## src/rtl/dsp_result_drain_pkg.sv

```systemverilog
// Shared constants and result type for the DSP48A1 output-side drain logic.
package dsp_result_drain_pkg;

    localparam int unsigned P_WIDTH    = 48;
    localparam int unsigned LAT_MAX    = 4;
    localparam int unsigned LAT_W      = 3;
    localparam int unsigned IDX_W      = $clog2(LAT_MAX);
    localparam int unsigned FIFO_DEPTH = 4;
    localparam int unsigned CNT_W      = $clog2(FIFO_DEPTH) + 1;

    typedef struct packed {
        logic               carry;
        logic [P_WIDTH-1:0] p;
    } result_t;

endpackage

```

## src/rtl/dsp_result_drain_fifo.sv

```systemverilog
// First-word-fall-through synchronous FIFO holding slice results, with occupancy count.
module dsp_result_drain_fifo
    import dsp_result_drain_pkg::*;
#(
    parameter int unsigned Depth = 4
) (
    input  logic                   clk,
    input  logic                   rst_n,
    input  logic                   push_i,
    input  result_t                data_i,
    input  logic                   pop_i,
    output logic                   valid_o,
    output result_t                data_o,
    output logic [$clog2(Depth):0] count_o
);

    localparam int unsigned PtrW = $clog2(Depth);
    localparam int unsigned CntW = PtrW + 1;

    result_t         mem_q [Depth];
    logic [PtrW-1:0] wptr_q, rptr_q;
    logic [CntW-1:0] count_q, count_d;
    logic            pop;

    assign valid_o = (count_q != '0);
    // A pop request against an empty FIFO is ignored; there is no push->pop bypass.
    assign pop     = pop_i & valid_o;
    assign data_o  = mem_q[rptr_q];
    assign count_o = count_q;

    always_comb begin
        count_d = count_q;
        case ({push_i, pop})
            2'b10:   count_d = count_q + 1'b1;
            2'b01:   count_d = count_q - 1'b1;
            default: count_d = count_q;
        endcase
    end

    always_ff @(posedge clk or negedge rst_n) begin
        if (!rst_n) begin
            wptr_q  <= '0;
            rptr_q  <= '0;
            count_q <= '0;
            for (int unsigned i = 0; i < Depth; i++) begin
                mem_q[i] <= '0;
            end
        end else begin
            if (push_i) begin
                mem_q[wptr_q] <= data_i;
                wptr_q        <= wptr_q + 1'b1;
            end
            if (pop) begin
                rptr_q <= rptr_q + 1'b1;
            end
            count_q <= count_d;
        end
    end

    // Upstream credit logic must never let a result arrive with no free slot.
    assert property (@(posedge clk) disable iff (!rst_n) !(push_i && count_q == CntW'(Depth)));

endmodule

```

## src/rtl/dsp_result_drain.sv

```systemverilog
// Tracks operand sets through the slice pipeline, captures emerging results into a FIFO and
// drives the slice-wide clock enable so every in-flight result is guaranteed a FIFO slot.
module dsp_result_drain
    import dsp_result_drain_pkg::*;
(
    input  logic               clk,
    input  logic               rst_n,
    input  logic [LAT_W-1:0]   lat_i,
    input  logic               issue_valid_i,
    output logic               issue_ready_o,
    output logic               slice_ce_o,
    input  logic [P_WIDTH-1:0] p_i,
    input  logic               carry_i,
    output logic               out_valid_o,
    input  logic               out_ready_i,
    output logic [P_WIDTH-1:0] out_p_o,
    output logic               out_carry_o,
    output logic [CNT_W-1:0]   fifo_count_o,
    output logic               proto_err_o
);

    logic [LAT_MAX-1:0] vpipe_q, vpipe_d;
    logic [LAT_W-1:0]   lat_q, lat_d, lat_clamp, inflight;
    logic               proto_err_q, proto_err_d;
    logic [IDX_W-1:0]   tap;
    logic [CNT_W:0]     occupancy;
    logic               res_here, slice_ce, push;
    logic [CNT_W-1:0]   fifo_count;
    result_t            push_data, head;

    always_comb begin
        lat_clamp = (lat_i > LAT_W'(LAT_MAX)) ? LAT_W'(LAT_MAX) : lat_i;
        inflight  = '0;
        for (int unsigned i = 0; i < LAT_MAX; i++) begin
            inflight = inflight + LAT_W'(vpipe_q[i]);
        end
        tap       = IDX_W'(lat_q - 1'b1);
        res_here  = (lat_q == '0) ? issue_valid_i : vpipe_q[tap];
        occupancy = (CNT_W + 1)'(fifo_count) + (CNT_W + 1)'(inflight);
        slice_ce  = occupancy < (CNT_W + 1)'(FIFO_DEPTH);
        push      = slice_ce & res_here;
    end

    // Tags past the configured depth are cleared so a later latency increase never
    // resurrects results that have already been pushed.
    always_comb begin
        vpipe_d = vpipe_q;
        if (slice_ce) begin
            vpipe_d[0] = issue_valid_i & (lat_q != '0);
            for (int unsigned i = 1; i < LAT_MAX; i++) begin
                vpipe_d[i] = vpipe_q[i-1] & (LAT_W'(i) < lat_q);
            end
        end
    end

    always_comb begin
        lat_d       = lat_q;
        proto_err_d = proto_err_q;
        if (inflight == '0) begin
            lat_d = lat_clamp;
        end else if (lat_clamp != lat_q) begin
            proto_err_d = 1'b1;
        end
        if (issue_valid_i && !slice_ce) begin
            proto_err_d = 1'b1;
        end
    end

    always_ff @(posedge clk or negedge rst_n) begin
        if (!rst_n) begin
            vpipe_q     <= '0;
            lat_q       <= '0;
            proto_err_q <= 1'b0;
        end else begin
            vpipe_q     <= vpipe_d;
            lat_q       <= lat_d;
            proto_err_q <= proto_err_d;
        end
    end

    assign push_data = '{carry: carry_i, p: p_i};

    dsp_result_drain_fifo #(
        .Depth (FIFO_DEPTH)
    ) u_fifo (
        .clk     (clk),
        .rst_n   (rst_n),
        .push_i  (push),
        .data_i  (push_data),
        .pop_i   (out_ready_i),
        .valid_o (out_valid_o),
        .data_o  (head),
        .count_o (fifo_count)
    );

    assign issue_ready_o = slice_ce;
    assign slice_ce_o    = slice_ce;
    assign out_p_o       = head.p;
    assign out_carry_o   = head.carry;
    assign fifo_count_o  = fifo_count;
    assign proto_err_o   = proto_err_q;

endmodule

```

## config.mk

```make
export PLATFORM = sky130hd
export DESIGN_NAME = dsp_result_drain
export DESIGN_NICKNAME = d
export VERILOG_FILES = /design/src/rtl/dsp_result_drain_pkg.sv /design/src/rtl/dsp_result_drain_fifo.sv /design/src/rtl/dsp_result_drain.sv
export SDC_FILE = /design/constraint.sdc
export NUM_CORES = 1
export LEC_CHECK = 0
export ABC_AREA = 1
export BUFFER_PORTS_ARGS = -buffer_cell sky130_fd_sc_hd__buf_4
export CORE_AREA = 2 2 126 177
export DETAILED_ROUTE_END_ITERATION = 8
export DIE_AREA = 0 0 128 179
export GPL_TIMING_DRIVEN = 0
export HOLD_SLACK_MARGIN = 0.02
export PLACE_DENSITY = 0.76
export SYNTH_ARGS = -nofsm -noshare
export SYNTH_HDL_FRONTEND = slang
export SYNTH_SLANG_ARGS = --single-unit
```

## constraint.sdc

```tcl
create_clock -name clk -period 4.8 [get_ports clk]
set_input_delay 0.72 -clock clk [delete_from_list [all_inputs] [get_ports clk]]
set_output_delay 0.72 -clock clk [all_outputs]
set_load 0.01 [all_outputs]
```

==> impl_metrics.csv <==
group,metric,value,unit
worst_setup_path,critPathBufInv,5,
worst_setup_path,crit_required,4.08,ns
logic_synthesis,seq_area_frac_synth,0.505,
timing,clock_skew,0.0210,ns
cts,cts.repair.resized,0,
hold_path,min-delay-path-class,"in2async",
timing,finalHoldViolCount,0,
power_and_ir_drop,power_density,864,nW/um^2
grt,grt_max_degree,124,
power_and_ir_drop,power,0.0107,W
worst_setup_path,criticalPathCategory,"reg2out",
place,portBuffers,111,
floorplanning,chipHeight,179,um
place,place_hpwl,22100,um
timing,finalCriticalPeriod,3.98,ns
power_and_ir_drop,switching_share,0.472,
grt,grt_pass1_vias,9945,
floorplanning,row_count,64,
flow_run,cap_viol_max_count,0,
power_and_ir_drop,p_int,0.00566,W
cells_and_area,layout-drive-gt1-share,0.154,
detailed_routing,wl_per_cell,19.2,um
timing,whs,0.189,ns
cts,cts_setup_buffers,0,
cells_and_area,final_cell_mix,"nand2_1 (427), dfrtp_1 (211), nand4_1 (196)",
grt,grt.overflow.total,0,
cts,cts.path.max_buffers,3,
worst_setup_path,crit_path_end_kind,"output pin",
worst_setup_path,path_delay_family,"adder cells",
cells_and_area,diodes,0,
timing,tns,0,ns
cts,ctsRootBufferMaster,"clkbuf_16",
floorplanning,die_w,128,um
power_and_ir_drop,ir_worst_vdd,0.000341,V
timing,fin_ws,0.822,ns
worst_setup_path,crit_slowest_cell,"fa_1",
power_and_ir_drop,switching_power,0.00506,W
timing,setup_viol,0,
power_and_ir_drop,seqPwrFrac,0.282,
timing,min_period_over_period,0.829,
cells_and_area,mostFrequentLayoutCell,"nand2_1",
timing,relSlewSlack,0.521,
logic_synthesis,yosysWarningCount,0,
detailed_routing,drc,0,
cts,cts_buffers,23,
timing,drv_slew,0,
detailed_routing,first_pass_iters,5,
cells_and_area,syn2layout_area_growth,18.5,%
timing,timing.fmax,251,MHz
cts,clkLatencyLatePin,0.52,ns
worst_setup_path,start_kind,"flip-flop",
cells_and_area,final_nets,1475,
logic_synthesis,syn_area,10500,um^2
cts,cts_sinks,211,
floorplanning,die-area,22900,um^2
worst_setup_path,cpMostUsedCell,"ha_1",
cells_and_area,fill_cells,1966,
cts,cts_tree,"done",
grt,grtUsageTotal,0.286,
logic_synthesis,syn-num-nets,1338,
detailed_routing,wl,32400,um
detailed_routing,drt_iter0_drc,1077,
detailed_routing,vias_per_cell,6.00,
worst_setup_path,cp_max_fo,10,
place,place_ws,1.03,ns
logic_synthesis,synthDistinctLibCells,25,
logic_synthesis,synth_area_per_cell,8.24,um^2
power_and_ir_drop,p_leak,6.29,nW
cells_and_area,postLayoutCoreUtil,0.578,
status,status,"finished, final reports clean",
floorplanning,ios,112,
worst_setup_path,path_cells,"fa_1, ha_1, ha_1, ha_1, nand3_1, nand2_1, inv_1, nand2_2, clkbuf_1, inv_1, buf_4, buf_4",
power_and_ir_drop,clockPowerShare,0.161,
floorplanning,core,21500,um^2
worst_setup_path,arrival,3.26,ns
detailed_routing,vias,10100,
grt,antenna_found_initial,0,
grt,grt_pass1_wl,52000,um
cts,cts.hold.buffers_added,0,
logic_synthesis,syn_inst,1270,
cts,clkTransAtPathRegs,0.06,ns
logic_synthesis,ys_ff_latch,211,
worst_setup_path,max_stage_delay,0.52,ns
place,gp_congestion,0.926,
cts,h-tree-depth,1,
power_and_ir_drop,combPwrFrac,0.557,
timing,tightest_slew,0.719,ns
detailed_routing,drtAntennaViolNets,0,
timing,rsz0062_at_grt,"false",
floorplanning,start_util,0.487,
-- cell families (layout without fill, tap and decap cells) --
| group | after synthesis | in the layout | share of synthesized area |
|---|---|---|---|
| and+or+nand+nor | 743 | 743 | 0.318 |
| DFF | 211 | 211 | 0.505 |
| buffers and inverters | 140 | 294 | 0.0750 |
| AOI/OAI and AO/OA | 160 | 160 | 0.0827 |
| adders and majority gates | 12 | 12 | 0.0158 |
| xor gates and xnor gates | 4 | 4 | 0.00335 |
-- cells in the mapped netlist --
library cell  instances  area, um^2
nor2_2                1        6.26
nand4_1             196        1230
nand2_1             427        1600
or2_0                 1        6.26
inv_2                 3        11.3
buf_1                11        41.3
clkbuf_1             51         191
nand3_2               2        20.0
buf_2                24         120
a21oi_1               2        10.0
dfrtp_1             211        5280
o211ai_1              1        7.51
nor2_8                1        20.0
nor2_1              103         387
buf_6                26         293
ha_1                 10         125
xor2_1                3        26.3
nand3_1              10        50.1
o22ai_1              49         307
nand2_2               2        12.5
o21ai_0             108         541
buf_4                 9        67.6
xnor2_1               1        8.76
inv_1                16        60.1
fa_1                  2        40.0
-- cell type report --
cell class	count	area (um^2)	share of cell area
Inverter	19	71.3	0.00575
Clock inverter	10	61.3	0.00494
Timing Repair Buffer	112	868	0.0700
Tap cell	264	330	0.0266
Multi-Input combinational cell	919	4400	0.354
Buffer	121	713	0.0575
Clock buffer	32	679	0.0548
Sequential cell	211	5280	0.426
-- through the flow --
step,std cells,cell area [um^2]
2_1_floorplan,1270,10500
3_3_place_gp,1645,11600
3_5_place_dp,1646,11700
4_1_cts,1688,12400
5_1_grt,1688,12400
6_report,1688,12400
-- path summary, 6_finish.rpt --
| path | start | to | slack (ns) | depth (start not counted) |
|---|---|---|---|---|
| max | vpipe_q[0]$_DFFE_PN0P_ | slice_ce_o | 0.82 | 12 |
| min | rst_n | lat_q[0]$_DFFE_PN0P_ | 0.19 | 1 |
| max reg2reg | vpipe_q[0]$_DFFE_PN0P_ | u_fifo.count_o[2]$_DFFE_PN0P_ | 1.03 | 18 |
| min reg2reg | u_fifo.mem_q[146]$_DFFE_PN0P_ | u_fifo.mem_q[146]$_DFFE_PN0P_ | 0.47 | 2 |
| max in group asynchronous | rst_n | u_fifo.mem_q[144]$_DFFE_PN0P_ | 3.54 | 2 |
| min in group clk | issue_valid_i | proto_err_o$_DFFE_PN0P_ | 0.45 | 3 |
-- per-layer routing --
layer / up-vias / global-route usage / share of wire
met5: - / 0 / 0
met4: 0 / 0.136 / 0.043
met3: 115 / 0.0275 / 0.072
met2: 510 / 0.492 / 0.50
met1: 4874 / 0.364 / 0.39
li1: 4624 / - / -
-- registers in the layout, indices dropped and copies added (netlist names) --
signal,flops
u_fifo.rptr_q,2
u_fifo.wptr_q,2
u_fifo.mem_q,196
lat_q,3
u_fifo.count_o,3
vpipe_q,4
proto_err_o,1
-- power groups by stage --
stage,combinational [W],clock (W),sequential [W]
6_report,0.00596,0.00173,0.00302
5_1_grt,0.00650,0.00181,0.00311
4_1_cts,0.00589,0.00174,0.00301
3_5_place_dp,0.00586,0,0.00303
3_3_place_gp,0.00575,0,0.00300
2_1_floorplan,0.00375,0,0.00292
No activity file was read; power rests on OpenSTA's default activity.
